## src/rtl/ucore_dispatch.sv

```systemverilog
// ucore_dispatch: micro-op dispatch front end.
// CHANNELS reservation stations, each holding one decoded group of 1-3 uops
// plus a 16-bit temp. One uop issues per cycle, scheduled round-robin, with the
// last granted channel locked while the executing stage has a memory op out.
// Optional feature macro: DISPATCH_FWD_EN (forward a same-edge memory write
// into ex_t16 for the granted station).
module ucore_dispatch #(
   parameter int CHANNELS = 2,
   parameter int UOP_W    = 20,
   parameter int TAG_W    = 2
) (
   input  logic             clk,
   input  logic             a_rst,
   input  logic             hold,
   input  logic [UOP_W-1:0] id_uop_0,
   input  logic [UOP_W-1:0] id_uop_1,
   input  logic [UOP_W-1:0] id_uop_2,
   input  logic [1:0]       id_uop_cnt,
   input  logic [15:0]      id_k16,
   output logic             id_feed_req,
   input  logic [15:0]      mem_data_in,
   input  logic             mem_data_wr,
   input  logic [TAG_W-1:0] mem_data_tag,
   input  logic             ex_ready,
   input  logic             ex_mem_busy,
   output logic             ex_valid,
   output logic [UOP_W-1:0] ex_uop,
   output logic [TAG_W-1:0] ex_tag,
   output logic [15:0]      ex_t16,
   output logic             ex_last
);

   typedef enum logic {ST_EMPTY = 1'b0, ST_LOADED = 1'b1} st_e;

   // Per-station storage
   st_e              state_q [CHANNELS];
   st_e              state_d [CHANNELS];
   logic [UOP_W-1:0] slot_q  [CHANNELS][3];
   logic [UOP_W-1:0] slot_d  [CHANNELS][3];
   logic [1:0]       rd_q    [CHANNELS];
   logic [1:0]       rd_d    [CHANNELS];
   logic [1:0]       cnt_q   [CHANNELS];
   logic [1:0]       cnt_d   [CHANNELS];
   logic [15:0]      temp_q  [CHANNELS];
   logic [15:0]      temp_d  [CHANNELS];

   // Scheduler state
   logic [TAG_W-1:0] rr_last_q, rr_last_d;
   logic [TAG_W-1:0] lock_q, lock_d;
   logic             lock_v_q, lock_v_d;

   // Issue-stage output registers
   logic             ex_valid_q, ex_valid_d;
   logic [UOP_W-1:0] ex_uop_q, ex_uop_d;
   logic [TAG_W-1:0] ex_tag_q, ex_tag_d;
   logic [15:0]      ex_t16_q, ex_t16_d;
   logic             ex_last_q, ex_last_d;

   // Decode helpers
   logic [CHANNELS-1:0] empty_vec;
   logic [CHANNELS-1:0] loaded_vec;
   logic                load_any;
   logic [TAG_W-1:0]    load_sel;
   logic                grant_v;
   logic [TAG_W-1:0]    grant_idx;
   logic                issue_fire;
   logic                fwd_hit;

   genvar gi;
   generate
      for (gi = 0; gi < CHANNELS; gi++) begin : g_status
         assign empty_vec[gi]  = (state_q[gi] == ST_EMPTY);
         assign loaded_vec[gi] = (state_q[gi] == ST_LOADED);
      end
   endgenerate

   assign id_feed_req = |empty_vec;

   // Pick the lowest-index empty station for an incoming group
   always_comb begin : load_pick
      load_any = 1'b0;
      load_sel = '0;
      for (int c = CHANNELS - 1; c >= 0; c--) begin
         if (empty_vec[c]) begin
            load_any = 1'b1;
            load_sel = TAG_W'(c);
         end
      end
   end

   // Choose the issuing station: locked channel while memory is busy,
   // otherwise the first loaded station after rr_last (descending scan so the
   // nearest one wins).
   always_comb begin : grant_pick
      int idx;
      idx       = 0;
      grant_v   = 1'b0;
      grant_idx = '0;
      if (ex_mem_busy) begin
         if (lock_v_q && loaded_vec[lock_q]) begin
            grant_v   = 1'b1;
            grant_idx = lock_q;
         end
      end else begin
         for (int i = CHANNELS; i >= 1; i--) begin
            idx = (int'(rr_last_q) + i) % CHANNELS;
            if (loaded_vec[idx]) begin
               grant_v   = 1'b1;
               grant_idx = TAG_W'(idx);
            end
         end
      end
   end

   assign issue_fire = !hold && ex_ready && grant_v;

`ifdef DISPATCH_FWD_EN
   // A write landing on the granted station on the issue edge is forwarded.
   assign fwd_hit = mem_data_wr && (mem_data_tag == grant_idx);
`else
   assign fwd_hit = 1'b0;
`endif

   // Next-state: issue, memory write-back into temps, and group loads
   always_comb begin : next_state
      state_d    = state_q;
      slot_d     = slot_q;
      rd_d       = rd_q;
      cnt_d      = cnt_q;
      temp_d     = temp_q;
      rr_last_d  = rr_last_q;
      lock_d     = lock_q;
      lock_v_d   = lock_v_q;
      ex_valid_d = ex_valid_q;
      ex_uop_d   = ex_uop_q;
      ex_tag_d   = ex_tag_q;
      ex_t16_d   = ex_t16_q;
      ex_last_d  = ex_last_q;

      // Issue; hold freezes every ex_* including ex_valid
      if (!hold) begin
         if (issue_fire) begin
            ex_valid_d = 1'b1;
            ex_uop_d   = slot_q[grant_idx][rd_q[grant_idx]];
            ex_tag_d   = grant_idx;
            ex_t16_d   = fwd_hit ? mem_data_in : temp_q[grant_idx];
            ex_last_d  = (rd_q[grant_idx] == (cnt_q[grant_idx] - 2'd1));
            rd_d[grant_idx] = rd_q[grant_idx] + 2'd1;
            if (rd_q[grant_idx] == (cnt_q[grant_idx] - 2'd1)) begin
               state_d[grant_idx] = ST_EMPTY;
            end
            rr_last_d = grant_idx;
            lock_d    = grant_idx;
            lock_v_d  = 1'b1;
         end else begin
            ex_valid_d = 1'b0;
         end
      end

      // Load data only lands in stations that hold a group; out-of-range
      // tags never match any channel.
      for (int c = 0; c < CHANNELS; c++) begin
         if (mem_data_wr && (mem_data_tag == TAG_W'(c)) && loaded_vec[c]) begin
            temp_d[c] = mem_data_in;
         end
      end

      // Load targets an empty station, so it never collides with issue or
      // write-back above. A group offered with no room is dropped.
      if ((id_uop_cnt != 2'd0) && load_any) begin
         state_d[load_sel]    = ST_LOADED;
         slot_d[load_sel][0]  = id_uop_0;
         slot_d[load_sel][1]  = id_uop_1;
         slot_d[load_sel][2]  = id_uop_2;
         cnt_d[load_sel]      = id_uop_cnt;
         rd_d[load_sel]       = 2'd0;
         temp_d[load_sel]     = id_k16;
      end
   end

   // State register with asynchronous reset
   always_ff @(posedge clk or posedge a_rst) begin : state_reg
      if (a_rst) begin
         for (int c = 0; c < CHANNELS; c++) begin
            state_q[c] <= ST_EMPTY;
            rd_q[c]    <= 2'd0;
            cnt_q[c]   <= 2'd0;
            temp_q[c]  <= 16'h0;
            for (int s = 0; s < 3; s++) begin
               slot_q[c][s] <= '0;
            end
         end
         rr_last_q  <= TAG_W'(CHANNELS - 1);
         lock_q     <= '0;
         lock_v_q   <= 1'b0;
         ex_valid_q <= 1'b0;
         ex_uop_q   <= '0;
         ex_tag_q   <= '0;
         ex_t16_q   <= 16'h0;
         ex_last_q  <= 1'b0;
      end else begin
         state_q    <= state_d;
         slot_q     <= slot_d;
         rd_q       <= rd_d;
         cnt_q      <= cnt_d;
         temp_q     <= temp_d;
         rr_last_q  <= rr_last_d;
         lock_q     <= lock_d;
         lock_v_q   <= lock_v_d;
         ex_valid_q <= ex_valid_d;
         ex_uop_q   <= ex_uop_d;
         ex_tag_q   <= ex_tag_d;
         ex_t16_q   <= ex_t16_d;
         ex_last_q  <= ex_last_d;
      end
   end

   assign ex_valid = ex_valid_q;
   assign ex_uop   = ex_uop_q;
   assign ex_tag   = ex_tag_q;
   assign ex_t16   = ex_t16_q;
   assign ex_last  = ex_last_q;

endmodule
```

## config.mk

```make
export PLATFORM = sky130hd
export DESIGN_NAME = ucore_dispatch
export DESIGN_NICKNAME = d
export VERILOG_FILES = /design/src/rtl/ucore_dispatch.sv
export SDC_FILE = /design/constraint.sdc
export NUM_CORES = 1
export LEC_CHECK = 0
export BUFFER_PORTS_ARGS = -buffer_cell sky130_fd_sc_hd__buf_4
export CORE_ASPECT_RATIO = 1.2
export CORE_MARGIN = 4
export CORE_UTILIZATION = 45
export CTS_CLUSTER_SIZE = 40
export DETAILED_ROUTE_END_ITERATION = 12
export PLACE_DENSITY = 0.66
export SETUP_SLACK_MARGIN = 0.15
export SYNTH_ARGS = -nofsm -noshare
export SYNTH_HDL_FRONTEND = slang
export SYNTH_SLANG_ARGS = --single-unit
```

## constraint.sdc

```tcl
create_clock -name clk -period 7.9 [get_ports clk]
set_input_delay 1.58 -clock clk [delete_from_list [all_inputs] [get_ports clk]]
set_output_delay 1.58 -clock clk [all_outputs]
set_load 0.02 [all_outputs]
```

; Word-level counts from Yosys, hierarchy flattened
; Index checks and enable logic that the tools add are counted.
[word_totals]
regBits = 204
output_inout_bits = 41
in_bits = 102
[op_classes]
bitwise_logic = 13
eq_ne = 2
reduce_logical = 15
n_mux = 68
order_cmp = 8
add_sub_neg = 4
[op_table]
columns = operator, count
row1 = 120-bit bitwise mux, 3
row2 = 60-bit two-way mux, 4
row3 = 60-bit demux with 1-bit select, 3
row4 = 16-bit two-way mux, 6
row5 = 20-bit two-way mux, 3
row6 = 20-bit binary-select mux with 2-bit select, 1
row7 = 40-bit two-way mux, 1
row8 = 32-bit bitwise mux, 1
row9 = 2-bit two-way mux, 16
row10 = 32-bit two-way mux, 1
row11 = 1-bit two-way mux, 19
row12 = 16-bit demux with 1-bit select, 1
row13 = 4-bit two-way mux, 3
row14 = 1-bit logical AND, 10
row15 = 2-bit NOT with 3-bit output, 3
row16 = 4-bit bitwise mux, 2
row17 = 3-bit by 2-bit >= comparator with 1-bit output (second input constant), 2
row18 = 2-bit by 3-bit < comparator with 1-bit output (second input constant), 2
row19 = 3-bit by 1-bit < comparator with 1-bit output (second input constant), 2
row20 = 4-bit AND, 1
row21 = 2-bit demux with 1-bit select, 2
row22 = 4-bit NOT, 1
row23 = 3-bit >= comparator (second input constant), 1
row24 = 1-bit NOT, 3
row25 = other kinds (16), 19

; Depth between registers and ports, before layout
; Gate-level depths: netlist of the first run.
[logic_depth]
depth_word = 20
mapped_depth = 7
mapped_depth_nobuf = 5

; Worst setup path before layout of the first run
; OpenSTA, ideal clock, no wires.
[synth_timing]
kind = input to register
from = input port ex_mem_busy
to = register ex_uop_q[5], in the netlist ex_uop[5]
stages = 7
n_path_buf = 2
t_required_ns = 7.776
setup_slack_ns = 5.174
arrival_ns = 2.602
setup_ns = 0.124
path_cell_list = a21bo_2 > and4b_4 > or2_1 > buf_6 > buf_6 > nand4_1 > nand3_1
[synth_between]
elab_chain_cells = 9
[synth_rtl]
columns = item, line
row1 = start: declaration, 25  ; input logic ex_mem_busy,
row2 = 2-bit two-way mux, 99  ; if (ex_mem_busy) begin
row3 = 2-bit NOT with 3-bit output (not written as such), 144  ; ex_uop_d = slot_q[grant_idx][rd_q[grant_idx]];
row4 = 2-bit two-way mux (not written as such) (3 in a row), 144
row5 = 2-bit NOT with 3-bit output (not written as such), 144
row6 = 20-bit binary-select mux with 2-bit select, 144
row7 = 20-bit two-way mux (not written as such) (2 in a row), 144
row8 = end signal: assignment, 211  ; ex_uop_q <= ex_uop_d;
row9 = end: declaration, 54  ; logic [UOP_W-1:0] ex_uop_q, ex_uop_d;
; Several ways; a longest one is shown, not always the timed one. The select of a mux whose other input is x is not followed.
; A chain may end at the register's enable or synchronous reset.

==> flow_summary.ini, run 1 <==
[run_status]
status = finished, final reports clean

[synthesis]
netlist-cell-type-count = 40
post_synth_main_area_contributors = dfrtp_1, nand2_1, mux2i_1, mux2_2, o21ai_0
avgSynthCellArea_sq_um = 10.02
synth_nets = 1032
yosys_register_bits = 204
synth_commonest_cells = nand2_1, dfrtp_1, mux2i_1
synth_top_area_cell = dfrtp_1
netlist_instances = 930
synth_fa_ha_area_share_pct = 0
synthFlopType = dfrtp_1
synth_top_area_share_pct = 54.51
share_of_the_synthesized_area_in_compound_gates_ao_oa_aoi_oai_pct = 7.304
synth_most_common_cell = nand2_1
synth_simple_gate_area_share_pct = 18.13
post_synth_instance_area_sq_um = 9319
total_number_of_yosys_warnings = 0
synthXorXnorAreaFrac_pct = 0.2820
postSynth.asyncResetShare_pct = 100.0
synth_edf_count = 0
ys_seq_area_share_pct = 54.79
synth.mux.area_fraction_pct = 15.66
main_combinational_cell_family_by_area_after_synthesis = simple AND/OR/NAND/NOR gates

[critical_path]
critical-path-top-cell-by-count = buf_4
worst_path_max_delay_cell = buf_4
cpLargestDelayFamily = buffers and inverters
critical_path_required_time_ps = 8350
start_kind = input pin
worst_setup_path_end_kind = async pin
critPathMaxStageDelay_ps = 940
arrival_ps = 3370
critical_path_peak_fanout = 120
crit_chain = buf_4, inv_8, buf_4
critical_path_buf_inv_count = 3
timing_worst_setup_path_type = in2async

[clock_network]
cts_inserted_buffers = 22
ctsHtreeMaxLevel = 1
worst_skew_pair.late_latency_ps = 510
post-cts-setup-buffers = 0
clkTransAtPathRegs_ps = 60
clock_tree_from_tritoncts = yes
cts-root-buf = clkbuf_16
post_cts_resize_count = 0
cts_hold_buf = 0
deepest_clock_path_buffer_count = 3
clock_sinks = 204

[placed_design]
globalplace.congestion = 0.7603
place_inst = 1281
port-buffer-count = 142
total_half_perimeter_wirelength_after_legalization_and_detailed_placement_mm = 15.19

[power]
p_total_mw = 4.633
vdd_ir_drop_max_v = 0.0002552
power_leakage_nw = 5.308
power-per-cell-area_nw_per_um2 = 412.1

[floorplanning]
num_io_pins = 143
die_x_microns = 139.4
floorplan.initialDensity_pct = 45.85
placeableCoreArea_sq_um = 20330
die_area_sq_um = 23080
core.rowCount = 57
die_h_microns = 165.6

[finish]
area_growth_pct = 20.64
drive_gt1_share_pct = 24.91
filler_cell_count = 1844
layout.nets = 1142
post_layout_nonfiller_instances = 1322

[run]
drv_cap = 0

[global_route]
grt_start_max_net_pins = 121
wire_length_of_the_first_global_routing_pass_mm = 38.88
grt_overflow_total = 0
global_route.usage.total_pct = 20.60
grt_pass1_vias = 7310
antenna_found_initial = 1

[timing]
final_min_period_over_clock_period_pct = 37.07
rsz0062_at_grt = false
worst_slew_pin_slew_ps = 1117
finalWorstPathRequiredPeriod_ps = 2928
totalNegativeSetupSlack_ps = 0
timing.fmax_ghz = 0.3415
timing.final.hold_violations = 0
worst_clock_skew_ps = 21.00
slew_viol_final = 0
finalSetupViolations = 0
slew-limit-headroom_pct = 25.54

[drt]
drt_first_pass_iters = 8
drtAntennaViolNets = 0
avgViaCountPerCell = 5.310
wire_per_inst_microns = 18.18
detailroute.via_count = 7020
remaining_drc_errors = 0
dr.first_iter.drc_count = 330
postRouteWirelength_mm = 24.03

[min_path]
hold_wc_path_type = reg2reg
final cells by class:
cell class                      count  area [sq um]  share of cell area [%]
Timing Repair Buffer              152          1141                   10.15
Clock buffer                       31         645.6                   5.743
Clock inverter                      9         97.59                  0.8681
Inverter                            3         18.77                  0.1669
Tap cell                          265         331.6                   2.949
Multi-Input combinational cell    657          3899                   34.68
Sequential cell                   204          5106                   45.42
Antenna cell                        1         2.502                 0.02226
worst reg2reg max path: stages (launching register included):
cell and delay, ps:
dfrtp_1 510, nor2b_1 420, o21a_4 930, o21ai_0 300
metal layers:
layer	global-route usage (%)	wire, microns	part of all wire, %
met3	3.431	1162	4.8
met1	26.45	10030	42
met5	0	0	0
met2	35.68	12080	50
met4	6.511	763	3.2
state kept, by name, indices dropped and copies added (netlist names):
signal,count
ex_valid,1
ex_last,1
loaded_vec,2
ex_tag,2
ex_t16,16
rd_q,4
cnt_q,4
rr_last_q,1
temp_q,32
lock_v_q,1
slot_q,120
ex_uop,20
where the power goes:
part / switching, mW / internal [mW]
registers: 0.308 / 1.55
logic: 0.988 / 0.735
clock network: 0.411 / 0.635
stage by stage:
stage	instance area, sq um	worst slack, ps	hold slack, ps	utilization, %
floorplan	9319	754.2	445.0	-
global placement	10500	4403	456.7	51.64
CTS	11240	4917	477.2	55.30
global route	11240	4660	484.4	55.30
detailed placement	10500	4392	461.5	51.64
finish	11240	4972	472.9	55.31
path summary, 6_finish.rpt:
check / startpoint / slack [ps] / cells after the start / endpoint
min: slot_q[23]$_DFFE_PP0P_ / 470 / 2 / slot_q[23]$_DFFE_PP0P_
max in group clk: loaded_vec[1]$_DFF_PP0_ / 5020 / 2 / id_feed_req
min reg2reg: slot_q[23]$_DFFE_PP0P_ / 470 / 2 / slot_q[23]$_DFFE_PP0P_
max: a_rst / 4970 / 3 / slot_q[50]$_DFFE_PP0P_
max reg2reg: loaded_vec[0]$_DFF_PP0_ / 5550 / 3 / temp_q[2]$_DFF_PP0_
min in group asynchronous: a_rst / 1230 / 2 / temp_q[3]$_DFF_PP0_
cell usage in the layout, fill, tap and decap left out, types with 17 or more instances in the layout:
| master | count |
|---|---|
| a21oi_1 | 17 |
| a31oi_1 | 17 |
| nand2_1 | 305 |
| clkbuf_16 | 23 |
| buf_4 | 152 |
| nor2_1 | 33 |
| mux2i_1 | 75 |
| mux2_2 | 62 |
| nand3_1 | 22 |
| o21ai_0 | 48 |
| dfrtp_1 | 203 |
cells by family (layout without fill, tap and decap cells):
group,after synthesis,in the layout
other cells,0,1
simple gates,403,403
xor+xnor,3,3
mux,138,138
compound gates,113,113
flops,204,204
buf+inv,69,195
(Power assumes the default switching activity.)
==> run 2: changes to the inputs <==
--- a/config.mk
+++ b/config.mk
@@ -11,7 +11,7 @@
 export CORE_UTILIZATION = 45
 export CTS_CLUSTER_SIZE = 40
 export DETAILED_ROUTE_END_ITERATION = 12
-export PLACE_DENSITY = 0.66
+export PLACE_DENSITY = 0.68
 export SETUP_SLACK_MARGIN = 0.15
 export SYNTH_ARGS = -nofsm -noshare
 export SYNTH_HDL_FRONTEND = slang
==> constraint.sdc (replaced) <==
create_clock -name clk -period 2.4 [get_ports clk]
set_input_delay 0.48 -clock clk [delete_from_list [all_inputs] [get_ports clk]]
set_output_delay 0.48 -clock clk [all_outputs]
set_load 0.02 [all_outputs]
==> run 2 against run 1 <==
- non-clock buffer count rose by 19
- clock skew fell by 9.0 ps
- cell count rose by 1.3%
- clock power rose to 3.5 times the previous value
- sequential power rose to 3.3 times the previous value
- via count rose by 1.2%
- first-iteration DRC count fell by 1.2%
- routed wire length rose by 0.46%
- largest power group unchanged
==> flow_summary.ini, run 2 (synthesis results as in run 1) <==
[critical_path]
rrSetupSlack_ps = 490
start_kind = flop
worst-r2r-cell-count = 5
critPathMaxStageDelay_ps = 520
critical_path_required_time_ps = 2830
critical-path-top-cell-by-count = nand2_1
worst_r2r_endpoint = slot_q[1]$_DFFE_PP0P_
timing_worst_setup_path_type = reg2reg
crit_chain = nor2b_1, o21a_4, buf_12, nand2_1, nand2_1
arrival_ps = 2340
worst_path_max_delay_cell = dfrtp_1
worst_setup_path_end_kind = flop
critical_path_peak_fanout = 40
start_of_the_worst_register_to_register_path = loaded_vec[0]$_DFF_PP0_

[drt]
postRouteWirelength_mm = 24.14
drtAntennaViolNets = 0
wire_per_inst_microns = 18.03
detailroute.via_count = 7106
remaining_drc_errors = 0
avgViaCountPerCell = 5.307
dr.first_iter.drc_count = 326
drt_first_pass_iters = 4

[timing]
worst_clock_skew_ps = 12.04
finalSetupViolations = 0
fin_worst_hold_slack_ps = 125.7
slew-limit-headroom_pct = 48.67
rsz0062_at_grt = false
finalWorstPathRequiredPeriod_ps = 1908
totalNegativeSetupSlack_ps = 0
timing.final.hold_violations = 0
setup_ws_ps = 492.3
timing.fmax_ghz = 0.5242
slew_viol_final = 0
final_min_period_over_clock_period_pct = 79.49
worst_slew_pin_slew_ps = 770.0

[finish]
area_taken_by_multi_input_logic_gates_sq_um = 3890
post_layout_nonfiller_instances = 1339
layout.cells.most_common = nand2_1
fin_util_pct = 56.84
antenna_cells = 0
seq_area_sq_um = 5106
post-route-cell-area_sq_um = 11550
largest_register_ff_count = 120
regMostFlops = slot_q
commonest_non_fill_non_tap_cells_in_the_layout = nand2_1, dfrtp_1, buf_4, mux2i_1, mux2_2
filler_cell_count = 1770
layout.nets = 1161
area_growth_pct = 23.97
drive_gt1_share_pct = 25.98

[clock_network]
worst_skew_pair.late_latency_ps = 500
cts_inserted_buffers = 22
clock_tree_from_tritoncts = yes
post_cts_resize_count = 0
post-cts-setup-buffers = 0
deepest_clock_path_buffer_count = 3
cts-root-buf = clkbuf_16
cts_hold_buf = 0
clock_sinks = 204
ctsHtreeMaxLevel = 1
clkTransAtPathRegs_ps = 60

[placed_design]
place_inst = 1300
total_half_perimeter_wirelength_after_legalization_and_detailed_placement_mm = 16.38
port-buffer-count = 142
dpl_cell_area_sq_um = 10750
globalplace.congestion = 0.7770
preCtsSetupSlack_ps = 423.5

[global_route]
wire_length_of_the_first_global_routing_pass_mm = 38.67
grt_overflow_total = 0
grt_start_max_net_pins = 82
antenna_found_initial = 0
global_route.usage.total_pct = 20.42
grt_pass1_vias = 7233

[floorplanning]
die_area_sq_um = 23080
die_x_microns = 139.4
floorplan.initialDensity_pct = 45.85
die_h_microns = 165.6
placeableCoreArea_sq_um = 20330
core.rowCount = 57
num_io_pins = 143

[power]
power-per-cell-area_nw_per_um2 = 1367
power_leakage_nw = 5.461
p_total_mw = 15.80
vdd_ir_drop_max_v = 0.0007471

[run]
drv_cap = 0

[min_path]
hold_wc_path_type = in2async

[run_status]
status = finished, final reports clean
## run 2: final cells by class
cell class / instances / share of cell area (%)
repair buffers: 171 / 12.20
clock buffers: 35 / 5.892
flip-flops and latches: 204 / 44.20
inverters: 3 / 0.1300
multi-input cells: 657 / 33.67
well taps: 265 / 2.870
clock inverters: 4 / 1.040
## run 2: how the worst max path moves through the flow
stage,slack (ps),endpoint,depth (start not counted),startpoint
global placement,490,rd_q[1]$_DFF_PP0_,6,ex_mem_busy
detailed placement,420,rd_q[1]$_DFF_PP0_,6,ex_mem_busy
global route,360,slot_q[1]$_DFFE_PP0P_,5,loaded_vec[0]$_DFF_PP0_
floorplan,-720,cnt_q[0]$_DFFE_PP0P_,1,a_rst
CTS,500,slot_q[1]$_DFFE_PP0P_,5,loaded_vec[0]$_DFF_PP0_
finish,490,slot_q[1]$_DFFE_PP0P_,5,loaded_vec[0]$_DFF_PP0_
## run 2: routing by layer
metal | vias up | part of all wire [%] | track usage [%]
met5 | - | 0 | 0
met4 | 0 | 1.9 | 4.936
met3 | 25 | 5.5 | 3.633
met2 | 187 | 51 | 35.40
met1 | 3494 | 41 | 26.68
li1 | 3400 | - | -
## run 2: where the power goes
part	internal, mW	switching [mW]	leakage (nW)
Combinational	2.63	3.28	2.63
Clock	2.36	1.33	0.390
Sequential	5.12	1.06	2.44
## run 2: critical path, delay by kind of cell (launching register included)
kind / cells / cell delay (ps)
flip-flops: 1 / 520
buffers and inverters: 1 / 270
AO/OA/AOI/OAI: 1 / 460
AND/OR/NAND/NOR: 3 / 580
==> run 3: changes to the inputs <==
==> constraint.sdc (replaced) <==
create_clock -name clk -period 1.7 [get_ports clk]
set_input_delay 0.34 -clock clk [delete_from_list [all_inputs] [get_ports clk]]
set_output_delay 0.34 -clock clk [all_outputs]
set_load 0.02 [all_outputs]
==> run 3 against run 2 <==
- critical path depth grew 1
- first-iteration DRC count is 4.0% higher
- total power grew 46%
- via count grew 2.6%
- sequential cell count is the same
- worst setup slack lost 440 ps
- cell area rose by 5.0%
- utilization increased by 2.9 points
- clock skew decreased by 2.0 ps
- worst hold slack lost 87 ps
- routed wire length increased by 3.3%
- highest routed layer unchanged
==> flow_summary.ini, run 3 (synthesis results as in run 1) <==
[finish]
filler_cell_count = 1733
fin_util_pct = 59.69
regMostFlops = slot_q
area_growth_pct = 30.18
drive_gt1_share_pct = 30.29
layout.cells.most_common = nand2_1
layout.nets = 1192
largest_register_ff_count = 120
post-route-cell-area_sq_um = 12130
commonest_non_fill_non_tap_cells_in_the_layout = nand2_1, dfrtp_1, buf_4, mux2i_1, mux2_2
antenna_cells = 0

[drt]
remaining_drc_errors = 0
detailroute.via_count = 7289
postRouteWirelength_mm = 24.95
dr.first_iter.drc_count = 339
wire_per_inst_microns = 18.20
drtAntennaViolNets = 0
drt_first_pass_iters = 5
avgViaCountPerCell = 5.317

[run_status]
status = finished, final reports clean

[global_route]
antenna_found_initial = 0
global_route.usage.total_pct = 21.18
wire_length_of_the_first_global_routing_pass_mm = 40.03
grt_pass1_vias = 7507
grt_overflow_total = 0
grt_start_max_net_pins = 69

[min_path]
worst_hold_startpoint = id_uop_1[5]
hold-path-endpoint = slot_q[25]$_DFFE_PP0P_
hold_depth = 3
hold_wc_path_type = in2reg

[critical_path]
start_of_the_worst_register_to_register_path = loaded_vec[0]$_DFF_PP0_
worst_setup_path_end_kind = flop
rrSetupSlack_ps = 50
timing_worst_setup_path_type = reg2reg
worst_r2r_endpoint = ex_t16[12]$_DFFE_PP0P_
worst_path_max_delay_cell = dfrtp_2
arrival_ps = 2050
start_kind = flop
critical_path_required_time_ps = 2100
crit_chain = nand3b_1, a21oi_4, or2_4, clkbuf_16, nor2_2, a31oi_1
critical_path_peak_fanout = 8
worst-r2r-cell-count = 6
critPathMaxStageDelay_ps = 440

[placed_design]
preCtsSetupSlack_ps = -1.231
total_half_perimeter_wirelength_after_legalization_and_detailed_placement_mm = 16.66
dpl_cell_area_sq_um = 11020
globalplace.congestion = 0.8078
port-buffer-count = 142

[timing]
final_min_period_over_clock_period_pct = 96.86
finalSetupViolations = 0
slew-limit-headroom_pct = 72.05
totalNegativeSetupSlack_ps = 0
slew_viol_final = 0
rsz0062_at_grt = true
worst_clock_skew_ps = 10.07
timing.final.hold_violations = 0
worst_slew_pin_slew_ps = 407.6
finalWorstPathRequiredPeriod_ps = 1647
timing.fmax_ghz = 0.6073
setup_ws_ps = 53.42

[power]
power_leakage_nw = 5.724
vdd_ir_drop_max_v = 0.001003
cellInternalPower_mw = 14.80
share_clk_of_total_power_pct = 22.6
power-per-cell-area_nw_per_um2 = 1907
power.share.switching_pct = 36.05
power.share.sequential_pct = 37.7
power.net_switching_mw = 8.342
p_total_mw = 23.14
power.combinational.fraction_pct = 39.7

[clock_network]
cts_inserted_buffers = 22
worst_skew_pair.late_latency_ps = 500
deepest_clock_path_buffer_count = 3
clock_tree_from_tritoncts = yes
cts-root-buf = clkbuf_16
clkTransAtPathRegs_ps = 60
ctsHtreeMaxLevel = 1
clock_sinks = 204

[floorplanning]
num_io_pins = 143
die_x_microns = 139.4
placeableCoreArea_sq_um = 20330
floorplan.initialDensity_pct = 45.85
die_area_sq_um = 23080
die_h_microns = 165.6
core.rowCount = 57

[run]
drv_cap = 0
run 3: changes by cell type in the layout (fill, tap and decap cells not counted), moves of 4 or more:
cell      previous run  this run
nor2_4               1         5
buf_4              161       169
clkbuf_8             6         1
o21ai_0             48        44
nor2_2               0         4
buf_6                0         7
buf_12              10        21
clkinv_2             0         8
clkbuf_1             6         0
nor2_1              33        25
run 3: how the worst max path moves through the flow:
stage | start | end | slack [ps] | cells after the start
after global placement | ex_mem_busy | ex_t16[7]$_DFFE_PP0P_ | 40 | 7
after global routing | loaded_vec[0]$_DFF_PP0_ | ex_t16[12]$_DFFE_PP0P_ | -50 | 6
after floorplan | a_rst | cnt_q[0]$_DFFE_PP0P_ | -1280 | 1
final | loaded_vec[0]$_DFF_PP0_ | ex_t16[12]$_DFFE_PP0P_ | 50 | 6
after CTS | rr_last_q[0]$_DFFE_PP1P_ | ex_uop[3]$_DFFE_PP0P_ | 90 | 6
after detailed placement | ex_mem_busy | ex_t16[7]$_DFFE_PP0P_ | -1 | 7
run 3: worst max-delay path, delay by kind of cell (launching register included):
family                 cells  cell delay [ps]
AOI/OAI and AO/OA          2              400
DFF                        1              440
buffers and inverters      1              200
and+or+nand+nor            3              490
run 3: layout make-up:
cell class | instances | area [sq um] | area share (%)
clock inverter | 16 | 214.0 | 1.764
sequential | 204 | 5110 | 42.12
multi-input combinational | 657 | 3989 | 32.88
clock buffer | 24 | 589.3 | 4.858
timing repair buffer | 202 | 1883 | 15.52
tap | 265 | 331.6 | 2.733
inverter | 3 | 15.01 | 0.1238
run 3: power groups by stage:
stage	combinational (mW)	sequential, mW	clock, mW
final	9.18	8.72	5.24
after global routing	10.1	8.97	5.57
after CTS	9.00	8.66	5.34
after detailed placement	8.76	8.72	0
after global placement	8.57	8.65	0
after floorplan	5.34	8.76	0
run 3: timing repair:
action	CTS	global route
pin swaps	1	4
gates resized for setup	11	28
hold endpoints to repair	9	0
setup endpoints to repair	81	98
hold buffers	1	0
gates cloned	2	3
setup buffers	3	4
run 3: routing by layer:
| metal | part of all wire (%) | GRT usage, % |
|---|---|---|
| met3 | 5.4 | 3.143 |
| met5 | 0 | 0 |
| met4 | 2.6 | 5.957 |
| met2 | 50 | 35.99 |
| met1 | 42 | 28.38 |
run 3: stage by stage:
| stage | instances | hold WS, ps |
|---|---|---|
| after global routing | 1371 | 22.54 |
| after detailed placement | 1318 | 319.9 |
| final | 1371 | 38.70 |
| after floorplan | 930 | 445.0 |
| after CTS | 1364 | 21.55 |
| after global placement | 1318 | 316.4 |
